$ cat src/rtl/seq_add.sv
// seq_add: sequential adder that sums CHUNK bits of the operands per clock.
// Define SEQ_ADD_SUB_EN to add the sub port (result becomes x + ~y + z when sub=1).
module seq_add #(
    parameter int WIDTH = 16,
    parameter int CHUNK = 4
) (
    input  logic             clk,
    input  logic             rst,
    input  logic             start,
    input  logic [WIDTH-1:0] x,
    input  logic [WIDTH-1:0] y,
    input  logic             z,
`ifdef SEQ_ADD_SUB_EN
    input  logic             sub,
`endif
    output logic [WIDTH-1:0] s,
    output logic             c,
    output logic             ovf,
    output logic             busy,
    output logic             done
);

    localparam int N  = WIDTH / CHUNK;
    localparam int CW = (N > 1) ? $clog2(N) : 1;

    typedef enum logic [1:0] {
        IDLE = 2'd0,
        RUN  = 2'd1,
        DONE = 2'd2
    } state_t;

    state_t           state_q, state_d;
    logic [WIDTH-1:0] a_q, a_d;
    logic [WIDTH-1:0] b_q, b_d;
    logic [WIDTH-1:0] part_q, part_d;
    logic [WIDTH-1:0] s_q, s_d;
    logic             carry_q, carry_d;
    logic             c_q, c_d;
    logic             ovf_q, ovf_d;
    logic [CW-1:0]    cnt_q, cnt_d;

    logic [CHUNK:0]   chunk_sum_s;
    logic [WIDTH-1:0] y_eff_s;
    logic             accept_s;
    logic             last_s;
    int               lo_s;

    // Operand B as seen by the adder; subtraction adds the one's complement of y.
    always_comb begin
`ifdef SEQ_ADD_SUB_EN
        y_eff_s = sub ? ~y : y;
`else
        y_eff_s = y;
`endif
    end

    // State register.
    always_ff @(posedge clk or posedge rst) begin
        if (rst) begin
            state_q <= IDLE;
        end else begin
            state_q <= state_d;
        end
    end

    // Next-state logic; start is only honoured outside RUN.
    always_comb begin
        accept_s = start && ((state_q == IDLE) || (state_q == DONE));
        last_s   = (cnt_q == CW'(N - 1));
        case (state_q)
            IDLE:    state_d = start ? RUN : IDLE;
            RUN:     state_d = last_s ? DONE : RUN;
            DONE:    state_d = start ? RUN : IDLE;
            default: state_d = IDLE;
        endcase
    end

    // Datapath: capture on accept, one chunk per RUN cycle, publish on the last chunk.
    always_comb begin
        a_d         = a_q;
        b_d         = b_q;
        part_d      = part_q;
        carry_d     = carry_q;
        cnt_d       = cnt_q;
        s_d         = s_q;
        c_d         = c_q;
        ovf_d       = ovf_q;
        lo_s        = int'(cnt_q) * CHUNK;
        chunk_sum_s = {1'b0, a_q[lo_s +: CHUNK]} + {1'b0, b_q[lo_s +: CHUNK]}
                    + {{CHUNK{1'b0}}, carry_q};
        if (accept_s) begin
            a_d     = x;
            b_d     = y_eff_s;
            carry_d = z;
            cnt_d   = '0;
            part_d  = '0;
        end else if (state_q == RUN) begin
            part_d[lo_s +: CHUNK] = chunk_sum_s[CHUNK-1:0];
            carry_d               = chunk_sum_s[CHUNK];
            if (last_s) begin
                cnt_d = '0;
                s_d   = part_d;
                c_d   = chunk_sum_s[CHUNK];
                // a^b^sum at the MSB recovers the carry into the MSB.
                ovf_d = a_q[WIDTH-1] ^ b_q[WIDTH-1] ^ part_d[WIDTH-1] ^ chunk_sum_s[CHUNK];
            end else begin
                cnt_d = cnt_q + CW'(1);
            end
        end else begin
            cnt_d = cnt_q;
        end
    end

    // Datapath and result registers.
    always_ff @(posedge clk or posedge rst) begin
        if (rst) begin
            a_q     <= '0;
            b_q     <= '0;
            part_q  <= '0;
            carry_q <= 1'b0;
            cnt_q   <= '0;
            s_q     <= '0;
            c_q     <= 1'b0;
            ovf_q   <= 1'b0;
        end else begin
            a_q     <= a_d;
            b_q     <= b_d;
            part_q  <= part_d;
            carry_q <= carry_d;
            cnt_q   <= cnt_d;
            s_q     <= s_d;
            c_q     <= c_d;
            ovf_q   <= ovf_d;
        end
    end

    // Outputs decoded from the state register.
    always_comb begin
        busy = (state_q == RUN);
        done = (state_q == DONE);
        s    = s_q;
        c    = c_q;
        ovf  = ovf_q;
    end

endmodule

$ cat config.mk
export PLATFORM = sky130hd
export DESIGN_NAME = seq_add
export DESIGN_NICKNAME = d
export VERILOG_FILES = /design/src/rtl/seq_add.sv
export SDC_FILE = /design/constraint.sdc
export NUM_CORES = 1
export LEC_CHECK = 0
export CAP_MARGIN = 5
export CORE_ASPECT_RATIO = 0.75
export CORE_MARGIN = 2
export CORE_UTILIZATION = 30
export CTS_CLUSTER_DIAMETER = 30
export DETAILED_ROUTE_END_ITERATION = 10
export GPL_ROUTABILITY_DRIVEN = 1
export PLACE_DENSITY = 0.46
export SYNTH_ARGS = -nofsm -noshare
export SYNTH_HDL_FRONTEND = slang
export SYNTH_SLANG_ARGS = --single-unit
$ cat constraint.sdc
create_clock -name clk -period 3.36 [get_ports clk]
set_input_delay 0.672 -clock clk [delete_from_list [all_inputs] [get_ports clk]]
set_output_delay 0.672 -clock clk [all_outputs]
set_load 0.1 [all_outputs]
; Word-level counts from Yosys, hierarchy flattened
; Index checks and enable logic that the tools add are counted.
[op_classes]
mux = 11
n_bitwise = 4
magnitude_cmp = 0
mul = 0
reduce_logical = 6
shifts = 4
n_addsub = 4
n_eq_ne = 3
div_mod_pow = 0
[ops]
columns = op, count
row1 = negator 4 -> 33 bit, 1
row2 = variable shift 4 x 33 -> 16 bit (first input constant), 1
row3 = variable part select 4 x 33 -> 16 bit, 1
row4 = 2-to-1 mux 16 bit, 2
row5 = variable part select 16 x 5 -> 4 bit, 2
row6 = bitwise mux 16 bit, 1
row7 = 2-to-1 mux 2 bit, 4
row8 = adder 4 x 4 -> 5 bit, 1
row9 = adder 5 x 1 -> 5 bit, 1
row10 = equality test 2 bit (second input constant), 2
row11 = case mux 2 bit (2 select lines), 1
row12 = 2-to-1 mux 1 bit, 3
row13 = AND reduction 3 bit, 1
row14 = bitwise XOR 1 bit, 3
row15 = adder 2 x 1 -> 2 bit (second input constant), 1
row16 = equality test 2 x 1 -> 1 bit (second input constant), 1
row17 = logical NOT 2 bit, 1
row18 = nonzero test 2 bit, 1
row19 = OR reduction 2 bit, 1
row20 = logical AND 1 bit, 1
row21 = logical OR 1 bit, 1
row22 = inverter 1 bit, 1
[word_totals]
latch_bits = 0
mem_count = 0
wordCells = 41
mem_bits_ro = 0
inputBits = 36
ff_bits = 71
mem_bits_rw = 0

; Depth between registers and ports, before layout
; Gate-level depths: netlist (run 1).
[logic_depth]
depth_word = 7
depth_mapped = 10
mapped_depth_nobuf = 9

; Worst setup path before layout (run 1)
; OpenSTA, ideal clock, no wires.
[synth_timing]
path_type = flip-flop to flip-flop
startpoint = register cnt_q[0]
endpoint = register ovf_q, in the netlist ovf
setup_time_ns = 0.126
arrival_ns = 2.538
setup_slack_ns = 0.696
n_path_buf = 1
path_stages_with_launch = 11
cell_sequence = dfrtp_1 buf_2 mux4_2 fa_1 inv_1 fa_1 nand2b_1 o2bb2ai_1 xnor2_1 xnor2_1 o21ai_1
[synth_via]
elab_chain_len = 7
word_cells_on_any_way = 12
cone_classes = add/sub (3) / eq/ne (1) / shift (4) / mux (1) / bitwise (2) / reduce/logical (1)
[synth_rtl]
columns = item, line_no
row1 = from (decl), 40  ; logic [CW-1:0] cnt_q, cnt_d;
row2 = from (signal assigned), 130  ; cnt_q <= cnt_d;
row3 = variable part select 16 x 5 -> 4 bit, 89  ; chunk_sum_s = {1'b0, a_q[lo_s +: CHUNK]} + {1'b0, b_q[lo_s +: CHUNK]}
row4 = adder 4 x 4 -> 5 bit, 89
row5 = adder 5 x 1 -> 5 bit, 90  ; + {{CHUNK{1'b0}}, carry_q};
row6 = variable part select 4 x 33 -> 16 bit, 98  ; part_d[lo_s +: CHUNK] = chunk_sum_s[CHUNK-1:0];
row7 = bitwise mux 16 bit, 98
row8 = bitwise XOR 1 bit (2 in series), 105  ; ovf_d = a_q[WIDTH-1] ^ b_q[WIDTH-1] ^ part_d[WIDTH-1] ^ chunk_sum_s[CHUNK];
row9 = to (signal assigned), 133  ; ovf_q <= ovf_d;
row10 = to (decl), 39  ; logic ovf_q, ovf_d;
; Parallel ways exist; a longest one is shown, timed or not.
; A chain may end at the register's enable or synchronous reset.

; Worst setup path in the final report (run 1)
; Same ends and word-level chain as after synthesis.

==> results.toml, run 1 <==
[setup_path]
worstReg2RegStart = "cnt_q[0]"
startpoint_type = "flip-flop"
r2r_cells = 9
crit_type = "reg -> reg"
cp-startpoint = "cnt_q[0]"
critPathSlowestCell = "dfrtp_1"
worstPathRequired_ns = 3.56
path_max_fanout = 7
cp_cell_sequence = "mux4_2 -> fa_1 -> inv_1 -> fa_1 -> nand2b_1 -> o2bb2ai_1 -> xnor2_1 -> xnor2_1 -> o21ai_1"
rrSetupSlack_ns = 0.65
critPathCaptureType = "flip-flop"
cpPeakStageDelay_ns = 0.59
r2r-end = "ovf"
worstPathArrival_ns = 2.91

[clock_tree]
h-tree-depth = 3
clk_pin_slew_ns = 0.05
clk_latency_ns = 0.33
cts_tree = "yes"
ctsHoldBuffers = 0
cts_made_buffers = 9
post_cts.repair.setup_buffers = 0
clock-sinks = 71
cts_resized = 0
cts_buffer_depth = 2
clockRootBuffer = "clkbuf_16"

[sta]
rsz0062_at_grt = "no"
final.setup_skew_ns = 0.00648
fin_hold_ws_ns = 0.480
period_minus_slack_ns = 2.71
timing.fmax_ghz = 0.369
hold_viol_final = 0
setup_tns_ns = 0
worst_pin_slew_ns = 0.753
fin_crit_sh_pct = 80.6
slew_headroom_pct = 49.7
drv_slew = 0
setup_viol = 0

[finish]
multiInputGateArea_mm2 = 0.00138
final_nets = 358
insertedDiodeCount = 0
fill_cells = 1002
post-route-util_pct = 40.3
drive_gt1_share_pct = 26.8
seq_area_mm2 = 0.00178
area_growth_pct = 29.2

[synth]
syn-instance-count = 252
syn-num-nets = 299
synth_edf_count = 0
yosysTopAreaCell = "dfrtp_1"
ys.flop_type = "dfrtp_1"
ys_top_cells_by_count = "dfrtp_1 (71), mux2_2 (33), nand2_1 (20)"
async_reset_ff_share_pct = 100
yosysMostFrequentCell = "dfrtp_1"
netlist-cell-type-count = 34
syn_area_mm2 = 0.00326
synth_area_leaders = "dfrtp_1 (54%), mux2_2 (11%), mux4_2 (5.5%)"
synth_area_per_cell_um2 = 12.9
ys_seq_area_share_pct = 54.5
yosysWarningCount = 0
yosysTopAreaCellShare_pct = 54.5
synth-seq-cells = 71

[run]
max_cap_violations = 0

[floorplan]
die-area_mm2 = 0.0117
core_mm2 = 0.0105
die_w_um = 124
initial_core_util_pct = 31.2
ios = 56
die_height_um = 94.3
rows = 32

[global_routing]
grt_max_degree = 39
antenna_found_initial = 0
grt_pass1_wl_mm = 12.4
grt_overflow = 0
grt_pass1_vias = 2336
grt_usage_pct = 13.8

[detailed_routing]
drtIter0Drc = 112
avgViaCountPerCell = 4.86
antenna_left = 0
route.detailed.wl_per_inst_um = 15.9
drc = 0
drtPass1Iterations = 4
totalWireLength_mm = 7.14
num_vias = 2189

[placed_design]
hpwl_mm = 5.10
routabilityCongestion = 0.758
portBuffers = 55

[min_path]
hold_end = "s[2]"
min_from = "s[2]"
min_delay_path_depth = 2
hold_path_class = "reg -> reg"

[run_status]
status = "complete, no violations"
-- cells by family after synthesis --
group | Yosys count | synth area share, %
compound gates | 61 | 13.4
xor+xnor | 5 | 1.34
fa+ha+maj | 11 | 4.68
buf+inv | 26 | 3.18
flops | 71 | 54.5
mux | 41 | 16.9
simple gates | 37 | 5.98
-- how the worst max path moves through the flow --
stage	to	slack [ns]	cells past startpoint
6_report	ovf	0.65	9
4_1_cts	ovf	0.60	9
3_3_place_gp	ovf	0.65	9
2_1_floorplan	ovf	0.70	10
3_5_place_dp	s[15]	0.61	6
5_1_grt	ovf	0.42	9
-- per-layer routing --
metal  global-route usage [%]  wire, um
met5                        0         0
met4                     4.78       110
met3                     4.67       373
met2                     20.0      3130
met1                     19.4      3530
-- layout make-up --
cell class,instances,area share (%)
Inverter,13,1.16
Clock inverter,1,0.119
Sequential cell,71,42.1
Multi-Input combinational cell,155,32.8
Clock buffer,13,6.17
Tap cell,136,4.04
Timing Repair Buffer,61,13.5
-- sequential cells by signal, indices dropped and copies added (netlist names) --
signal	flops
a_q	16
b_q	16
part_q	16
s	16
cnt_q	2
state_q	2
c	1
carry_q	1
ovf	1
-- worst max-delay path, delay by kind of cell, from the launching register on --
family          cells  cell delay (ns)
compound gates      2             0.28
xor+xnor            2             0.32
fa+ha+maj           2             0.62
buf+inv             1             0.08
flops               1             0.59
mux                 1             0.58
simple gates        1             0.12
-- metrics by stage --
stage | setup WS (ns) | instance area, um^2 | instances
final | 0.653 | 4220 | 450
after floorplan | 0.696 | 3260 | 252
after global placement | 0.653 | 3950 | 436
after CTS | 0.603 | 4220 | 450
after detailed placement | 0.614 | 3950 | 436
after global routing | 0.417 | 4220 | 450
-- layout by cell type, fill, tap and decap left out, drive strengths merged --
master         Yosys  final
a21o               1      1
and2               3      3
ha                 9      9
a22oi             16     16
mux2              33     33
fa                 2      2
o21bai             1      1
nand2             20     20
dfrtp             71     71
a21oi              4      4
nand4bb            1      1
inv               13     13
nor3               1      1
and3               2      2
o2bb2ai            1      1
a32o               7      7
nand3              1      1
xor2               1      1
o31ai              1      1
xnor2              4      4
a22o              10     10
clkbuf             8     13
buf                5     26
a211oi             1      1
clkinv             0      1
mux4               8      8
nor2               3      3
a221o              1      1
nand2b             2      2
nor4bb             1      1
nor2b              3      3
clkdlybuf4s50      0     35
o21ai             18     18
Power of run 1 is left out: the tool's default activity adds up to more than one toggle a clock period on the data nets, which glitch-free logic cannot reach.
==> inputs of run 2 (changes only) <==
clock period = 2.6 ns   (was 3.36 ns; I/O delays follow)
==> run 2 against run 1 <==
Wire length is 4.0% higher. Sequential share of layout area is 1.3 points lower. Worst hold slack worse by 0.0045 ns. Worst setup slack worse by 0.53 ns. Critical endpoint is now s[15]. Fmax is 9.5% higher.
==> results.toml, run 2 (synthesized netlist as in run 1, its figures left out) <==
[sta]
drv_slew = 0
worst_pin_slew_ns = 0.443
hold_viol_final = 0
setup_tns_ns = 0
timing.fmax_ghz = 0.404
final.setup_skew_ns = 0.00441
period_minus_slack_ns = 2.47
rsz0062_at_grt = "no"
fin_crit_sh_pct = 95.1
setup_viol = 0
slew_headroom_pct = 70.4

[finish]
post-route-util_pct = 41.7
multiInputGateArea_mm2 = 0.00141
insertedDiodeCount = 0
layout_commonest_cell = "dfrtp_1"
fill_cells = 989
final_nets = 367
layout_common_cells = "dfrtp_1 (70), clkdlybuf4s50_1 (35), mux2_2 (33), buf_4 (32), nand2_1 (20)"
drive_gt1_share_pct = 30.5
area_growth_pct = 33.5
seq_area_mm2 = 0.00178

[global_routing]
grt_pass1_vias = 2384
grt_pass1_wl_mm = 12.6
grt_usage_pct = 14.0
grt_max_degree = 72
antenna_found_initial = 0
grt_overflow = 0

[clock_tree]
post_cts.repair.setup_buffers = 0
clock-sinks = 71
clk_pin_slew_ns = 0.06
h-tree-depth = 3
clockRootBuffer = "clkbuf_16"
cts_buffer_depth = 2
clk_latency_ns = 0.33
cts_tree = "yes"
cts_made_buffers = 9
ctsHoldBuffers = 0

[setup_path]
r2r_cells = 7
worstReg2RegStart = "cnt_q[0]"
worstPathArrival_ns = 2.69
r2r-end = "s[15]"
crit_type = "reg -> reg"
critPathCaptureType = "flip-flop"
worstPathRequired_ns = 2.82
path_max_fanout = 13
rrSetupSlack_ns = 0.13
cp-startpoint = "cnt_q[0]"
endpoint = "s[15]"
startpoint_type = "flip-flop"

[floorplan]
ios = 56
core_mm2 = 0.0105
rows = 32
die_w_um = 124
die-area_mm2 = 0.0117
die_height_um = 94.3
initial_core_util_pct = 31.2

[placed_design]
portBuffers = 55
routabilityCongestion = 0.759
hpwl_mm = 5.22

[detailed_routing]
drc = 0
drtPass1Iterations = 4
route.detailed.wl_per_inst_um = 16.1
num_vias = 2246
drtIter0Drc = 129
avgViaCountPerCell = 4.87
totalWireLength_mm = 7.43
antenna_left = 0

[min_path]
hold_path_class = "reg -> reg"
min_delay_path_depth = 2

[run]
max_cap_violations = 0

[run_status]
status = "complete, no violations"
run 2: changes by cell type in the layout (fill, tap and decap cells not counted), sizes merged:
| cell | change |
|---|---|
| buf | +9 |
| bufinv | +1 |
| clkinv | +1 |
run 2: worst min-delay path by stage:
stage / start / end / slack [ns]
floorplan: part_q[11] / part_q[11] / 0.47
global placement: c / c / 0.47
detailed placement: s[2] / s[2] / 0.47
CTS: s[2] / s[2] / 0.48
global route: s[2] / s[2] / 0.50
finish: s[12] / s[12] / 0.48
run 2: repair_timing:
action,in CTS,in global routing
gates resized for setup,1,3
endpoints found under the setup margin,1,18
endpoints found under the hold margin,0,0
run 2: cell type report:
cell class | count | share of cell area, %
Clock buffer | 13 | 6.21
Clock inverter | 3 | 0.920
Inverter | 13 | 1.12
Sequential cell | 71 | 40.8
Timing Repair Buffer | 70 | 14.7
Tap cell | 136 | 3.91
Multi-Input combinational cell | 155 | 32.3
run 2: per-layer routing:
layer / wire length (um) / track usage [%] / vias up
li1: - / - / 1062
met1: 3710 / 18.4 / 1126
met2: 3330 / 21.2 / 48
met3: 267 / 4.73 / 10
met4: 123 / 5.90 / 0
met5: 0 / 0 / -
run 2: critical path, stage by stage, from the launching register on:
cell and delay, ns:
dfrtp_2 0.41, buf_6 0.18, mux4_2 0.54, ha_4 0.31, nand3_1 0.09, and2_1 0.17, a221o_2 0.37, mux2_2 0.27
run 2: stage by stage:
stage	hold slack (ns)	cell area, um^2	setup slack, ns	std cells
2_1_floorplan	0.466	3260	0.0175	252
3_3_place_gp	0.466	4020	0.0274	445
4_1_cts	0.484	4340	0.0264	461
5_1_grt	0.496	4350	0.00295	461
6_report	0.475	4350	0.127	461
3_5_place_dp	0.472	4020	-0.00557	445
Power of run 2 is left out for the same reason.
==> inputs of run 3 (changes only) <==
PLACE_DENSITY = default   (was 0.46)
==> run 3 against run 2 <==
Die area did not move. Clock skew grew 0.0048 ns. Register-to-register slack barely moved. Via count grew 0.27%. Fmax shrank 0.35%. Sequential share of layout area is 0.28 points lower. Global-route usage fell by 0.84 points. Utilization up 0.29 points. Wire length decreased by 4.2%.
==> results.toml, run 3 (synthesized netlist as in run 1, its figures left out) <==
[global_routing]
busiest_layer = "met2"
antenna_found_initial = 0
use_met1_pct = 17.4
use_met3_pct = 5.41
grt_pass1_wl_mm = 11.9
met2_usage_pct = 19.7
grt_pass1_vias = 2326
grt_max_degree = 72
grt_overflow = 0
grt_usage_pct = 13.1

[sta]
slew_headroom_pct = 75.5
hold_viol_final = 0
fin_hold_ws_ns = 0.481
final.setup_skew_ns = 0.00919
setup_viol = 0
rsz0062_at_grt = "no"
fin_crit_sh_pct = 95.4
period_minus_slack_ns = 2.48
drv_slew = 0
timing.fmax_ghz = 0.403
worst_pin_slew_ns = 0.368

[setup_path]
r2r_cells = 6
worstReg2RegStart = "cnt_q[0]"
cp_cell_sequence = "buf_4 -> mux4_2 -> ha_1 -> and2_0 -> a221o_2 -> mux2_2"
cpPeakStageDelay_ns = 0.51
rrSetupSlack_ns = 0.12
r2r-end = "s[15]"
worstPathRequired_ns = 2.82
crit_type = "reg -> reg"
startpoint_type = "flip-flop"
worstPathArrival_ns = 2.70
cp-startpoint = "cnt_q[0]"
critPathCaptureType = "flip-flop"
critPathSlowestCell = "mux4_2"
path_max_fanout = 12

[clock_tree]
cts_buffer_depth = 2
clk_latency_ns = 0.34
clockRootBuffer = "clkbuf_16"
cts_tree = "yes"
post_cts.repair.setup_buffers = 0
clk_pin_slew_ns = 0.06
cts_made_buffers = 9
h-tree-depth = 3
ctsHoldBuffers = 0
clock-sinks = 71

[floorplan]
initial_core_util_pct = 31.2
rows = 32
die-area_mm2 = 0.0117
die_w_um = 124
ios = 56
die_height_um = 94.3
core_mm2 = 0.0105

[detailed_routing]
drc = 0
drtPass1Iterations = 4
totalWireLength_mm = 7.12
drtIter0Drc = 91
num_vias = 2252
avgViaCountPerCell = 4.90
route.detailed.wl_per_inst_um = 15.5
antenna_left = 0

[min_path]
hold_path_class = "reg -> reg"
min_delay_path_depth = 2
min_from = "s[2]"
hold_end = "s[2]"

[finish]
area_growth_pct = 34.4
final_nets = 366
layout_commonest_cell = "dfrtp_1"
drive_gt1_share_pct = 31.8
layout_common_cells = "dfrtp_1 (70), clkdlybuf4s50_1 (35), mux2_2 (33), buf_4 (32), nand2_1 (20)"
post_layout_nonfiller_instances = 460
insertedDiodeCount = 0
postLayoutCellArea_mm2 = 0.00438

[run]
max_cap_violations = 0

[run_status]
status = "complete, no violations"

[placed_design]
portBuffers = 55
hpwl_mm = 5.03
routabilityCongestion = 0.782
post-place-cells = 444
place_area_mm2 = 0.00402
run 3: worst max-delay path, delay by kind of cell (launching register included):
| family | cells | cell delay, ns |
|---|---|---|
| multiplexers | 2 | 0.78 |
| buffers and inverters | 1 | 0.23 |
| flip-flops | 1 | 0.47 |
| AND/OR/NAND/NOR | 1 | 0.14 |
| adder cells (fa/ha/maj) | 1 | 0.34 |
| AO/OA/AOI/OAI | 1 | 0.39 |
run 3: cell type report:
class	count	area, um^2
inverters	13	48.8
flip-flops and latches	71	1780
clock inverters	7	120
clock buffers	9	225
well taps	136	170
repair buffers	69	631
multi-input cells	155	1410
fillers	1017	6070
run 3: layer usage:
| layer | up-vias | part of all wire [%] | routed length, um |
|---|---|---|---|
| met5 | - | 0 | 0 |
| met1 | 1137 | 48 | 3450 |
| met3 | 8 | 5.9 | 421 |
| li1 | 1054 | - | - |
| met4 | 0 | 1.0 | 74 |
| met2 | 53 | 45 | 3170 |
run 3: timing repair:
action / in CTS / in global routing
gates resized for setup: 1 / 6
pin swaps: 0 / 2
endpoints found under the setup margin: 8 / 10
run 3: worst max path at each step:
stage / slack [ns] / end / depth (start not counted)
global route: 0.004 / ovf / 9
global placement: 0.05 / s[15] / 7
floorplan: 0.02 / ovf / 10
detailed placement: -0.02 / part_q[6] / 7
finish: 0.12 / s[15] / 6
CTS: 0.06 / part_q[6] / 7
run 3: per-stage QoR:
stage	setup WS (ns)	setup TNS (ns)	utilization, %
6_report	0.119	0	42.0
5_1_grt	0.00350	0	42.0
4_1_cts	0.0569	0	41.7
3_5_place_dp	-0.0242	-0.0519	38.4
3_3_place_gp	0.0527	0	38.4
2_1_floorplan	0.0175	0	-
Power of run 3 is left out for the same reason.
